===== src/rtl/clk_pkg.sv =====
// Shared types and defaults for the frequency/period measurement blocks.
package clk_pkg;

  localparam int          DEFAULT_CNT_W       = 32;
  localparam int unsigned DEFAULT_TIMEOUT     = 100_000_000;
  localparam int          DEFAULT_SYNC_STAGES = 2;

  typedef enum logic [1:0] {
    IDLE,
    ARM,
    MEASURE
  } meter_state_t;

  typedef logic [DEFAULT_CNT_W-1:0] period_t;

endpackage


===== src/rtl/sync_edge_det.sv =====
// Multi-flop synchronizer for an asynchronous input with registered rise/fall
// strobes derived from the synchronized level.
module sync_edge_det #(
  parameter int SYNC_STAGES = 2
) (
  input  logic i_clk_FPGA,
  input  logic i_reset,
  input  logic i_sig,
  output logic o_level,
  output logic o_rise,
  output logic o_fall
);

  logic [SYNC_STAGES-1:0] sync_q;
  logic                   level_dly_q;
  logic                   rise_q;
  logic                   fall_q;

  // NOTE: clocked state uses non-blocking assignments so every flop samples
  // the pre-edge value of its source; blocking here would collapse the chain.
  always_ff @(posedge i_clk_FPGA or negedge i_reset) begin
    if (!i_reset) begin
      sync_q      <= '0;
      level_dly_q <= 1'b0;
      rise_q      <= 1'b0;
      fall_q      <= 1'b0;
    end else begin
      sync_q      <= {sync_q[SYNC_STAGES-2:0], i_sig};
      level_dly_q <= sync_q[SYNC_STAGES-1];
      rise_q      <= sync_q[SYNC_STAGES-1] & ~level_dly_q;
      fall_q      <= ~sync_q[SYNC_STAGES-1] & level_dly_q;
    end
  end

  assign o_level = sync_q[SYNC_STAGES-1];
  assign o_rise  = rise_q;
  assign o_fall  = fall_q;

endmodule


===== src/rtl/freq_meter.sv =====
// Measures period and high time of a slow square wave in i_clk_FPGA cycles,
// with a one-cycle valid strobe and a sticky loss-of-signal flag.
module freq_meter
  import clk_pkg::*;
#(
  parameter int          CNT_W       = DEFAULT_CNT_W,
  parameter int unsigned TIMEOUT     = DEFAULT_TIMEOUT,
  parameter int          SYNC_STAGES = DEFAULT_SYNC_STAGES
) (
  input  logic             i_clk_FPGA,
  input  logic             i_reset,
  input  logic             i_enable,
  input  logic             i_sig,
  output logic [CNT_W-1:0] o_period,
  output logic [CNT_W-1:0] o_high,
  output logic             o_valid,
  output logic             o_timeout,
  output logic             o_busy
);

  localparam logic [CNT_W-1:0] TIMEOUT_CNT = CNT_W'(TIMEOUT);
  localparam logic [CNT_W-1:0] ONE         = CNT_W'(1);

  logic sig_rise;
  logic sig_fall;
  logic sig_level_unused;  // edges carry all timing; the level is not needed here

  sync_edge_det #(
    .SYNC_STAGES(SYNC_STAGES)
  ) u_sync (
    .i_clk_FPGA(i_clk_FPGA),
    .i_reset   (i_reset),
    .i_sig     (i_sig),
    .o_level   (sig_level_unused),
    .o_rise    (sig_rise),
    .o_fall    (sig_fall)
  );

  meter_state_t     state_q, state_d;
  logic [CNT_W-1:0] cnt_q, cnt_d;
  logic [CNT_W-1:0] high_q, high_d;
  logic             high_seen_q, high_seen_d;
  logic [CNT_W-1:0] period_q, period_d;
  logic [CNT_W-1:0] high_out_q, high_out_d;
  logic             valid_q, valid_d;
  logic             timeout_q, timeout_d;
  logic             busy_q, busy_d;

  // NOTE: every signal gets a default before the case so no path leaves it
  // unassigned; a missing default here would infer a latch.
  always_comb begin
    state_d     = state_q;
    cnt_d       = cnt_q;
    high_d      = high_q;
    high_seen_d = high_seen_q;
    period_d    = period_q;
    high_out_d  = high_out_q;
    valid_d     = 1'b0;
    timeout_d   = timeout_q;

    if (!i_enable) begin
      state_d     = IDLE;
      cnt_d       = '0;
      high_d      = '0;
      high_seen_d = 1'b0;
      timeout_d   = 1'b0;
    end else begin
      unique case (state_q)
        IDLE: begin
          cnt_d   = '0;
          state_d = ARM;
        end
        ARM: begin
          if (sig_rise) begin
            cnt_d       = ONE;
            high_d      = '0;
            high_seen_d = 1'b0;
            state_d     = MEASURE;
          end
        end
        MEASURE: begin
          cnt_d = cnt_q + ONE;
          // A rise on the timeout cycle still completes the measurement.
          if (sig_rise) begin
            period_d    = cnt_q;
            high_out_d  = high_seen_q ? high_q : '0;
            valid_d     = 1'b1;
            timeout_d   = 1'b0;
            cnt_d       = ONE;
            high_d      = '0;
            high_seen_d = 1'b0;
          end else begin
            if (sig_fall && !high_seen_q) begin
              high_d      = cnt_q;
              high_seen_d = 1'b1;
            end
            if (cnt_q == TIMEOUT_CNT) begin
              timeout_d = 1'b1;
              cnt_d     = '0;
              state_d   = ARM;
            end
          end
        end
        default: state_d = IDLE;
      endcase
    end

    busy_d = (state_d != IDLE);
  end

  always_ff @(posedge i_clk_FPGA or negedge i_reset) begin
    if (!i_reset) begin
      state_q     <= IDLE;
      cnt_q       <= '0;
      high_q      <= '0;
      high_seen_q <= 1'b0;
      period_q    <= '0;
      high_out_q  <= '0;
      valid_q     <= 1'b0;
      timeout_q   <= 1'b0;
      busy_q      <= 1'b0;
    end else begin
      state_q     <= state_d;
      cnt_q       <= cnt_d;
      high_q      <= high_d;
      high_seen_q <= high_seen_d;
      period_q    <= period_d;
      high_out_q  <= high_out_d;
      valid_q     <= valid_d;
      timeout_q   <= timeout_d;
      busy_q      <= busy_d;
    end
  end

  assign o_period  = period_q;
  assign o_high    = high_out_q;
  assign o_valid   = valid_q;
  assign o_timeout = timeout_q;
  assign o_busy    = busy_q;

endmodule

===== config.mk =====
export PLATFORM = sky130hd
export DESIGN_NAME = freq_meter
export DESIGN_NICKNAME = d
export VERILOG_FILES = /design/src/rtl/clk_pkg.sv /design/src/rtl/sync_edge_det.sv /design/src/rtl/freq_meter.sv
export SDC_FILE = /design/constraint.sdc
export NUM_CORES = 1
export LEC_CHECK = 0
export CAP_MARGIN = 20
export CELL_PAD_IN_SITES_DETAIL_PLACEMENT = 1
export CELL_PAD_IN_SITES_GLOBAL_PLACEMENT = 1
export CORE_MARGIN = 3
export CORE_UTILIZATION = 44
export DETAILED_ROUTE_END_ITERATION = 8
export PLACE_DENSITY_LB_ADDON = 0.1
export SLEW_MARGIN = 20
export SYNTH_ARGS = -nofsm -noshare
export SYNTH_HDL_FRONTEND = slang
export SYNTH_SLANG_ARGS = --single-unit

===== constraint.sdc =====
create_clock -name i_clk_FPGA -period 2.3 [get_ports i_clk_FPGA]
set_input_delay 0.23 -clock i_clk_FPGA [delete_from_list [all_inputs] [get_ports i_clk_FPGA]]
set_output_delay 0.23 -clock i_clk_FPGA [all_outputs]
set_load 0.03 [all_outputs]

After elaboration in Yosys (flattened, before gate mapping):

Cells that the tools add are included.

* input port bits: 4
* output and inout bits: 67
* bits in registers: 139
* word-level logic and storage cells: 63

* equal/unequal tests: 9
* multiplexer cells: 28
* add/sub/neg operators: 1
* reductions and logical operators: 8
* bitwise gates (word level): 4

Operators with widths (number)
* 32-bit 2-to-1 mux: 9
* 32-bit case mux with 3 select lines: 1
* 32-bit case mux with 2 select lines: 1
* 32-bit by 1-bit adder with 32-bit output, second input constant: 1
* 32-bit by 27-bit equality test with 1-bit output, second input constant: 1
* 1-bit 2-to-1 mux: 11
* 2-bit 2-to-1 mux: 4
* 3-bit by 1-bit inequality test with 1-bit output, second input constant: 2
* 2-bit case mux with 3 select lines: 1
* 3-bit AND reduction: 2
* 4-bit by 1-bit inequality test with 1-bit output, second input constant: 1
* 4-bit by 3-bit inequality test with 1-bit output, second input constant: 1
* 2-bit AND reduction: 2
* 3-bit by 2-bit inequality test with 1-bit output, second input constant: 1
* 1-bit bitwise AND: 2
* 2-bit by 1-bit equality test with 1-bit output, second input constant: 1
* 2-bit equality test, second input constant: 1
* 2-bit zero test: 1
* 2-bit by 1-bit inequality test with 1-bit output, second input constant: 1
* 1-bit NOT: 2
* 1-bit case mux with 2 select lines: 1
* 2-bit nonzero test: 1
* 1-bit logical AND: 1
* 1-bit zero test: 1

Longest topological paths before layout:

Gate-level depths: netlist of the first run.

* depth in word-level cells: 6
* mapped depth: 9
* depth with buffers taken out: 7

Hierarchy:

Synthesis of the first run repeated with hierarchy kept, for this count alone.

* cells, all modules: 597
* area total of the unflattened synthesis: 5978.2 sq um

By module, submodules not included
* freq_meter: cells each 590, area an instance 5838.1 sq um, times used 1, seq. area each 3353.2 sq um
* sync_edge_det: cells each 7, area an instance 140.1 sq um, times used 1, seq. area each 125.1 sq um

Worst setup path after synthesis of the first run:

Ideal clock, no wire load.

* path kind: register to register
* start: register state_q[0]
* end: register cnt_q[12]
* arrival: 2.008 ns
* stages on the path, launching flop included: 8
* setup time: 0.083 ns
* path buffers: 1
* period minus slack after synthesis: 2.091 ns
* data required time: 2.217 ns
* slack: 0.209 ns
* path through: dfrtp_1 > ha_1 > buf_2 > nor2b_4 > o21a_1 > or4b_1 > or3_1 > o21ai_0

* longest elaborated chain between the ends: 3
* elaborated cells on any way between the ends: 8
* classes of those cells: 4 x eq/ne; 2 x mux; 2 x reduce/logical

Ends and longest elaborated chain
* from (decl): line freq_meter.sv:39 `meter_state_t state_q, state_d;`
* from (signal assigned): line freq_meter.sv:123 `state_q <= state_d;`
* 2-bit equality test (tied with other cells): line freq_meter.sv:68 `unique case (state_q)`
* 32-bit case mux with 3 select lines (tied with other cells): line freq_meter.sv:68
* 32-bit 2-to-1 mux / 2-bit AND reduction (equally long branches)
* to (signal assigned): line freq_meter.sv:124 `cnt_q <= cnt_d;`
* to (decl): line freq_meter.sv:40 `logic [CNT_W-1:0] cnt_q, cnt_d;`

Parallel ways exist; a longest one is shown, timed or not.
A chain may end at the register's enable or synchronous reset.

Worst setup path in the final report of the first run:

* start: register state_q[0]
* end: register cnt_q[8]

Same word-level chain as after synthesis.

==> reports/summary.log, run 1 <==
INFO  run_status     outcome=complete, no violations
INFO  sta            post_route_clock_skew=0.00585ns
INFO  floorplan      core_region_area=12900um^2
INFO  sta            finalCriticalPeriod=2.18ns
INFO  synth          synth.distinct_cells=45
INFO  synth          synth_seq_cells=139
INFO  placement      io_buffer_count=70
INFO  grt            residual_overflow_from_global_routing=0
INFO  min_path       whs_path_depth=1
INFO  grt            grt_pass1_vias=4734
INFO  grt            groute.layer.met2.usage=0.347
INFO  synth          asyncSetResetFlopFracSynth=1.00
INFO  sta            rsz0062_at_grt=false
INFO  synth          synth-warning-count=0
INFO  drt            wl_per_cell=19.6um
INFO  setup_path     cp.arrival=2.49ns
INFO  clock_tree     post-cts-setup-buffer-count=0
INFO  sta            total_of_endpoints_with_negative_setup_slack_in_the_final_report=0
INFO  clock_tree     cts_max_level=4
INFO  sta            max_freq=0.459GHz
INFO  grt            use_met1=0.319
INFO  floorplan      dieWidth=122um
INFO  placement      dp_hpwl=10300um
INFO  drt            wirelength=15600um
INFO  setup_path     critical_path_peak_fanout=12
INFO  floorplan      boundaryPins=71
INFO  setup_path     cp-start-kind=flop
INFO  power_and_ir_drop ir_drop=0.545mV
INFO  layout         nNetsFinal=622
INFO  setup_path     r2r-start=state_q[0]$_DFF_PN0_
INFO  drt            post_route_antenna_net_violation_count=0
INFO  synth          ys_dominant_reg_cell=sky130_fd_sc_hd__dfrtp_1
INFO  grt            wire_length_of_the_first_global_routing_pass=25800um
INFO  synth          synth_cells=538
INFO  min_path       hold_start=i_sig
INFO  sta            fin_crit_sh=0.946
INFO  layout         drive_gt1_frac=0.162
INFO  placement      finalWeightedCongestion=0.913
INFO  clock_tree     clk_pin_slew=0.06ns
INFO  drt            routed-via-count=4502
INFO  sta            layout_setup_ws=0.123ns
INFO  clock_tree     numCtsBuffers=17
INFO  sta            setup_total_negative_slack=0ns
INFO  clock_tree     cts-root-to-sink-buffers=2
INFO  floorplan      row_count=41
INFO  grt            antenna_found_initial=0
INFO  drt            vias_per_cell=5.65
INFO  power_and_ir_drop power.leakage=3.33nW
INFO  floorplan      height_of_the_die=122um
INFO  setup_path     cp_data_required_time=2.61ns
INFO  layout         final_antenna_diode_count=0
INFO  synth          mapped_avg_cell_area=11.0um^2
INFO  grt            grtUsageTotal=0.227
INFO  floorplan      die_area=14900um^2
INFO  setup_path     crit_path_kind=flop to flop
INFO  grt            grt_start_max_net_pins=72
INFO  sta            hold_viol=0
INFO  min_path       timing.hold.worst.class=input pin to flop
INFO  grt            use_met3=0.0465
INFO  layout         n_fill_cell=1374
INFO  setup_path     timing.reg2reg.worst_path_depth=9
INFO  synth          syn_nets=548
INFO  synth          synth.yosys.seq_area_share=0.585
INFO  synth          netlist_area=5940um^2
INFO  clock_tree     clk_latency=0.42ns
INFO  grt            grt.busiest_layer=met2
INFO  layout         areaGrowthSynthToFinish=26.8%
INFO  synth          count_of_flip_flops_with_a_built_in_enable_after_synthesis=0
INFO  floorplan      initial_core_utilization=0.460
INFO  placement      placed_cells_incl_taps=764
INFO  job            max_cap_viols=0
INFO  clock_tree     cts.sink_count=139
INFO  layout         layout.cells.non_filler=797
INFO  power_and_ir_drop power_density=738nW/um^2
INFO  setup_path     setup.worst_path.end_class=flop
INFO  clock_tree     clock_tree_from_tritoncts=done
INFO  drt            drt-pass1-iter-count=5
INFO  sta            report.final.slew_viol_count=0
INFO  clock_tree     ctsRootBufferMaster=sky130_fd_sc_hd__clkbuf_16
INFO  placement      preCtsSetupSlack=0.0920ns
INFO  sta            tightest_slew=0.627ns
INFO  drt            drcViolationCount=0
INFO  min_path       timing.hold.worst_endpoint=u_sync.sync_q[0]$_DFF_PN0_
INFO  setup_path     r2r_slack=0.12ns
INFO  setup_path     reg2reg_to=cnt_q[8]$_DFFE_PN0P_
INFO  drt            first_iter_violations=291
INFO  sta            max-slew-margin-rel=0.582
cell families (layout without fill, tap and decap cells):
kind of cell | Yosys count | in the layout | synth area share
mux | 29 | 29 | 0.0549
flops | 139 | 139 | 0.585
simple gates | 189 | 189 | 0.161
xor+xnor | 21 | 21 | 0.0309
compound gates | 106 | 106 | 0.119
buf+inv | 48 | 135 | 0.0364
fa+ha+maj | 6 | 6 | 0.0126
routing by layer:
metal / up-vias / part of all wire
met2: 108 / 0.47
met1: 2317 / 0.47
li1: 2050 / -
met4: 0 / 0.021
met5: - / 0
met3: 27 / 0.040
cell type report:
type | count | area (um^2) | area share
sequential | 139 | 3480 | 0.461
multi-input combinational | 351 | 2280 | 0.303
clock inverter | 10 | 113 | 0.0149
timing repair buffer | 94 | 922 | 0.122
clock buffer | 22 | 494 | 0.0656
tap | 172 | 215 | 0.0285
inverter | 9 | 33.8 | 0.00448
power breakdown:
group	switching (mW)	total, mW	internal [mW]
combinational	0.224	0.323	0.0990
clock	1.03	2.76	1.74
sequential	0.0168	2.48	2.46
total	1.27	5.57	4.30
flip-flops by register name, indices dropped and copies added (netlist names):
register,count
cnt_q,32
high_q,32
o_high,32
o_period,32
state_q,2
u_sync.sync_q,2
high_seen_q,1
o_busy,1
o_timeout,1
o_valid,1
u_sync.level_dly_q,1
u_sync.o_fall,1
u_sync.o_rise,1
repair_timing:
action                                  in CTS  in global routing
endpoints found under the hold margin       63                  0
endpoints found under the setup margin       0                 18
resized for setup                            0                  3
hold buffers                                 1                  0
cells in the mapped netlist, types with 3 or more instances:
cell type,instances,area share
sky130_fd_sc_hd__dfrtp_1,139,0.59
sky130_fd_sc_hd__nand2_1,79,0.050
sky130_fd_sc_hd__o21ai_0,45,0.038
sky130_fd_sc_hd__a22o_1,32,0.047
sky130_fd_sc_hd__nor2_1,30,0.019
sky130_fd_sc_hd__mux2_2,29,0.055
sky130_fd_sc_hd__clkbuf_1,26,0.016
sky130_fd_sc_hd__nand3_1,14,0.012
sky130_fd_sc_hd__xor2_1,13,0.019
sky130_fd_sc_hd__nand4_1,11,0.012
sky130_fd_sc_hd__a21oi_1,10,0.0084
sky130_fd_sc_hd__nor3_1,10,0.0084
sky130_fd_sc_hd__inv_1,9,0.0057
sky130_fd_sc_hd__buf_2,8,0.0067
sky130_fd_sc_hd__xnor2_1,8,0.012
sky130_fd_sc_hd__and4_1,7,0.010
sky130_fd_sc_hd__nor4_1,7,0.0074
sky130_fd_sc_hd__a21o_1,6,0.0076
sky130_fd_sc_hd__ha_1,6,0.013
sky130_fd_sc_hd__and3_1,5,0.0053
sky130_fd_sc_hd__a211oi_1,4,0.0051
sky130_fd_sc_hd__and2_1,4,0.0042
sky130_fd_sc_hd__nor4b_1,4,0.0059
sky130_fd_sc_hd__or3_1,4,0.0042
sky130_fd_sc_hd__buf_4,3,0.0038
worst max path at each step:
stage / end / slack (ns) / depth (start not counted) / from
2_1_floorplan: cnt_q[12]$_DFFE_PN0P_ / 0.21 / 7 / state_q[0]$_DFF_PN0_
3_3_place_gp: cnt_q[31]$_DFFE_PN0P_ / 0.18 / 7 / i_enable
3_5_place_dp: cnt_q[12]$_DFFE_PN0P_ / 0.09 / 7 / state_q[1]$_DFF_PN0_
4_1_cts: cnt_q[12]$_DFFE_PN0P_ / 0.07 / 7 / state_q[1]$_DFF_PN0_
5_1_grt: cnt_q[8]$_DFFE_PN0P_ / 0.04 / 9 / state_q[0]$_DFF_PN0_
6_report: cnt_q[8]$_DFFE_PN0P_ / 0.12 / 9 / state_q[0]$_DFF_PN0_
through the flow:
step	cell area, um^2	hold slack (ns)	power (mW)	util
after detailed placement	6910	0.276	2.84	0.534
after floorplan	5940	-0.0656	2.69	-
after global placement	6910	0.267	2.83	0.534
after CTS	7530	0.247	5.61	0.582
final	7540	0.252	5.57	0.583
after global routing	7540	0.244	5.79	0.583
cells in the final DEF, fill, tap and decap left out, types with 6 or more instances in the layout:
cell	synthesis	layout
sky130_fd_sc_hd__dfrtp_1	139	139
sky130_fd_sc_hd__nand2_1	79	79
sky130_fd_sc_hd__clkdlybuf4s50_1	0	69
sky130_fd_sc_hd__o21ai_0	45	45
sky130_fd_sc_hd__a22o_1	32	32
sky130_fd_sc_hd__nor2_1	30	29
sky130_fd_sc_hd__mux2_2	29	29
sky130_fd_sc_hd__buf_4	3	20
sky130_fd_sc_hd__clkbuf_16	0	17
sky130_fd_sc_hd__nand3_1	14	13
sky130_fd_sc_hd__xor2_1	13	13
sky130_fd_sc_hd__nand4_1	11	11
sky130_fd_sc_hd__nor3_1	10	10
sky130_fd_sc_hd__inv_1	9	9
sky130_fd_sc_hd__a21oi_1	10	9
sky130_fd_sc_hd__xnor2_1	8	8
sky130_fd_sc_hd__and4_1	7	7
sky130_fd_sc_hd__nor4_1	7	6
sky130_fd_sc_hd__a21o_1	6	6
critical path: stages, from the launching register on:
cell and delay [ns]:
sky130_fd_sc_hd__dfrtp_1 0.44, sky130_fd_sc_hd__inv_1 0.12, sky130_fd_sc_hd__ha_1 0.20, sky130_fd_sc_hd__buf_4 0.19
sky130_fd_sc_hd__nor4b_1 0.07, sky130_fd_sc_hd__a211oi_1 0.24, sky130_fd_sc_hd__buf_4 0.25, sky130_fd_sc_hd__nand4_1 0.16
sky130_fd_sc_hd__a21o_1 0.22, sky130_fd_sc_hd__a21o_1 0.17
Note: power is estimated with default switching activity, not from simulation.
==> run 2, diff against run 1 <==
ABC_AREA = 1   (was not set)
CORE_UTILIZATION = 42   (was 44)
==> run 2 against run 1 <==
  * Via count up 15%
  * Clock skew hardly changed
  * Critical path type unchanged
  * Fmax increased by 2.8%
  * Utilization is 3.0 points lower
  * Global-route usage increased by 0.98 points
  * Sequential share of layout area fell by 1.5 points
  * Register-to-register slack improved by 0.06 ns
  * Count of clock-buffer cells in the layout down 4
  * Highest routed layer unchanged
  * Largest cell class unchanged
==> reports/summary.log, run 2 <==
INFO  min_path       hold_start=i_sig
INFO  synth          syn_nets=710 [+30%]
INFO  synth          yosys-top-cells-count=sky130_fd_sc_hd__nand2_1, sky130_fd_sc_hd__dfrtp_1, sky130_fd_sc_hd__inv_1
INFO  clock_tree     clk_pin_slew=0.06ns [about the same]
INFO  synth          ys_dominant_reg_cell=sky130_fd_sc_hd__dfrtp_1
INFO  drt            wl_per_cell=18.9um [-3.6%]
INFO  drt            wirelength=18500um [+18%]
INFO  min_path       whs_path_depth=1 [unchanged]
INFO  placement      dp_hpwl=12900um [+25%]
INFO  layout         finalCoreUtilization=0.553 [-0.0304]
INFO  layout         final_antenna_diode_count=0 [unchanged]
INFO  layout         drive_gt1_frac=0.0967 [-0.0649]
INFO  power_and_ir_drop power_density=795nW/um^2 [+7.6%]
INFO  sta            post_route_clock_skew=0.00620ns [+0.000357 ns]
INFO  floorplan      die_area=16100um^2 [+8.0%]
INFO  drt            first_iter_violations=290 [-0.34%]
INFO  setup_path     r2r-start=state_q[0]$_DFF_PN0_
INFO  clock_tree     cts-root-to-sink-buffers=2 [unchanged]
INFO  min_path       timing.hold.worst_endpoint=u_sync.sync_q[0]$_DFF_PN0_
INFO  sta            fin_crit_sh=0.921 [-0.0258]
INFO  setup_path     cp.arrival=2.44ns [-0.05 ns]
INFO  floorplan      row_count=43 [+4.9%]
INFO  run_status     outcome=complete, no violations
INFO  drt            drt-pass1-iter-count=4 [-1]
INFO  drt            wirelength_met1=8690um [+18%]
INFO  grt            grt_start_max_net_pins=96 [+33%]
INFO  clock_tree     cts.sink_count=139 [unchanged]
INFO  sta            tightest_slew=0.595ns [-0.0318 ns]
INFO  sta            finalCriticalPeriod=2.12ns [-0.0594 ns]
INFO  setup_path     cp_data_required_time=2.62ns [about the same]
INFO  drt            post_route_antenna_net_violation_count=0 [unchanged]
INFO  drt            met2_length=8720um [+19%]
INFO  floorplan      core_region_area=14100um^2 [+9.0%]
INFO  grt            grtUsageTotal=0.237 [+0.00980]
INFO  clock_tree     numCtsBuffers=17 [unchanged]
INFO  synth          mapped_avg_cell_area=8.79um^2 [-20%]
INFO  grt            antenna_found_initial=0 [unchanged]
INFO  synth          yosys-top-cells-area=sky130_fd_sc_hd__dfrtp_1, sky130_fd_sc_hd__nand2_1, sky130_fd_sc_hd__inv_1
INFO  setup_path     crit_path_kind=flop to flop
INFO  synth          synth_seq_cells=139 [unchanged]
INFO  setup_path     critical_path_peak_fanout=95 [+83]
INFO  setup_path     setup.worst_path.end_class=flop
INFO  layout         layout_commonest_cell=sky130_fd_sc_hd__nand2_1
INFO  clock_tree     clk_latency=0.42ns [about the same]
INFO  layout         areaGrowthSynthToFinish=26.7%
INFO  synth          netlist_area=6150um^2 [+3.5%]
INFO  synth          count_of_flip_flops_with_a_built_in_enable_after_synthesis=0 [unchanged]
INFO  sta            max_freq=0.472GHz [+2.8%]
INFO  clock_tree     ctsRootBufferMaster=sky130_fd_sc_hd__clkbuf_16
INFO  setup_path     timing.reg2reg.worst_path_depth=7 [-2]
INFO  floorplan      initial_core_utilization=0.436 [-0.0235]
INFO  synth          synth.distinct_cells=33 [-27%]
INFO  sta            hold_slack=0.252ns [-0.000900 ns]
INFO  sta            total_of_endpoints_with_negative_setup_slack_in_the_final_report=0 [unchanged]
INFO  drt            vias_per_cell=5.30 [-6.2%]
INFO  sta            rsz0062_at_grt=false
INFO  setup_path     r2r_slack=0.18ns [+0.06 ns]
INFO  min_path       timing.hold.worst.class=input pin to flop
INFO  setup_path     cp-start-kind=flop
INFO  clock_tree     cts_max_level=4 [unchanged]
INFO  synth          asyncSetResetFlopFracSynth=1.00 [unchanged]
INFO  drt            top_layer_used=met4
INFO  job            max_cap_viols=0 [unchanged]
INFO  layout         final_cell_mix=sky130_fd_sc_hd__nand2_1, sky130_fd_sc_hd__dfrtp_1, sky130_fd_sc_hd__inv_1, sky130_fd_sc_hd__nor2_1, sky130_fd_sc_hd__clkdlybuf4s50_1
INFO  synth          synthMostInstantiatedCell=sky130_fd_sc_hd__nand2_1
INFO  synth          netlist.top_cell.by_area=sky130_fd_sc_hd__dfrtp_1
INFO  sta            setup_total_negative_slack=0ns [unchanged]
INFO  sta            hold_viol=0 [unchanged]
INFO  placement      io_buffer_count=70 [unchanged]
INFO  layout         nNetsFinal=793 [+27%]
INFO  floorplan      height_of_the_die=127um [+3.9%]
INFO  synth          synth.yosys.seq_area_share=0.566 [-0.0196]
INFO  grt            wire_length_of_the_first_global_routing_pass=29800um [+15%]
INFO  grt            residual_overflow_from_global_routing=0 [unchanged]
INFO  floorplan      dieWidth=127um [+3.9%]
INFO  drt            routed-wl-met3=719um [+16%]
INFO  synth          synth_cells=700 [+30%]
INFO  grt            grt_pass1_vias=5495 [+16%]
INFO  drt            routed-via-count=5173 [+15%]
INFO  synth          post-synth-top-area-fraction=0.566 [-0.0196]
INFO  sta            max-slew-margin-rel=0.600 [+0.0182]
INFO  drt            drcViolationCount=0 [unchanged]
INFO  clock_tree     post-cts-setup-buffer-count=0 [unchanged]
INFO  power_and_ir_drop power.leakage=3.53nW [+6.0%]
INFO  sta            report.final.slew_viol_count=0 [unchanged]
INFO  clock_tree     clock_tree_from_tritoncts=done
INFO  placement      finalWeightedCongestion=0.901 [-1.4%]
INFO  power_and_ir_drop ir_drop=0.426mV [-22%]
INFO  setup_path     reg2reg_to=o_high[24]$_DFFE_PN0P_
INFO  floorplan      boundaryPins=71 [unchanged]
INFO  synth          synth-warning-count=0 [unchanged]
-- run 2: cell types whose count changed in the layout (fill, tap and decap cells not counted), moves of 20 or more --
cell | before | now
sky130_fd_sc_hd__nand2_1 | 79 | 167
sky130_fd_sc_hd__inv_1 | 9 | 95
sky130_fd_sc_hd__nor2_1 | 29 | 70
sky130_fd_sc_hd__a22o_1 | 32 | 0
sky130_fd_sc_hd__o22ai_1 | 0 | 32
sky130_fd_sc_hd__o31ai_1 | 2 | 32
sky130_fd_sc_hd__mux2_2 | 29 | 0
sky130_fd_sc_hd__o21ai_0 | 45 | 23
sky130_fd_sc_hd__o21ai_1 | 0 | 20
-- run 2: worst max path at each step --
stage,startpoint,end,slack [ns],depth (start not counted)
6_report,state_q[0]$_DFF_PN0_,o_high[24]$_DFFE_PN0P_,0.18,7
2_1_floorplan,state_q[0]$_DFF_PN0_,o_high[11]$_DFFE_PN0P_,0.61,9
5_1_grt,state_q[0]$_DFF_PN0_,o_high[17]$_DFFE_PN0P_,0.01,7
4_1_cts,state_q[0]$_DFF_PN0_,o_high[29]$_DFFE_PN0P_,0.19,7
3_5_place_dp,state_q[0]$_DFF_PN0_,o_high[29]$_DFFE_PN0P_,0.19,7
3_3_place_gp,i_enable,cnt_q[23]$_DFFE_PN0P_,0.27,10
-- run 2: power breakdown --
group          switching, mW  internal (mW)  total [mW]
clock                   1.13           1.76        2.89
combinational          0.444          0.246       0.690
sequential            0.0651           2.55        2.61
total                   1.63           4.56        6.19
-- run 2: final cells by class --
type / instances / area, um^2
Clock inverter: 14 / 186
Inverter: 101 / 380
Tap cell: 180 / 225
Sequential cell: 139 / 3480
Fill cell: 1654 / 6300
Timing Repair Buffer: 92 / 907
Clock buffer: 18 / 439
Multi-Input combinational cell: 432 / 2170
-- run 2: repair_timing --
action                     in CTS  in global routing
resized for setup               0                  2
hold endpoints to repair       58                  0
setup endpoints to repair       0                  2
hold buffers                    1                  0
-- run 2: metal layers --
metal  GRT usage  up-vias
li1            -     2429
met1       0.333     2616
met2       0.380      105
met3      0.0426       23
met4      0.0681        0
met5           0        -
-- run 2: worst max-delay path, stage by stage (launching register included) --
cell                       delay, ns
sky130_fd_sc_hd__dfrtp_1        0.40
sky130_fd_sc_hd__inv_1          0.13
sky130_fd_sc_hd__ha_1           0.28
sky130_fd_sc_hd__inv_1          0.15
sky130_fd_sc_hd__nor3_2         0.26
sky130_fd_sc_hd__clkinv_2       0.21
sky130_fd_sc_hd__buf_12         0.24
sky130_fd_sc_hd__o31ai_1        0.27
-- run 2: per-stage QoR --
| step | std cells | setup WS (ns) | cell area (um^2) | power, mW |
|---|---|---|---|---|
| finish | 976 | 0.183 | 7790 | 6.19 |
| detailed placement | 943 | 0.190 | 7150 | 3.35 |
| global placement | 943 | 0.265 | 7150 | 3.33 |
| floorplan | 700 | 0.605 | 6150 | 3.00 |
| global route | 976 | 0.0106 | 7790 | 6.41 |
| CTS | 976 | 0.185 | 7780 | 6.26 |
-- run 2: cells by family (layout without fill, tap and decap cells) --
kind of cell | count (synthesis) | count (layout) | synth area share
simple gates | 300 | 300 | 0.209
fa+ha+maj | 6 | 6 | 0.0122
buf+inv | 129 | 225 | 0.0824
compound gates | 117 | 117 | 0.118
xor+xnor | 9 | 9 | 0.0128
flops | 139 | 139 | 0.566
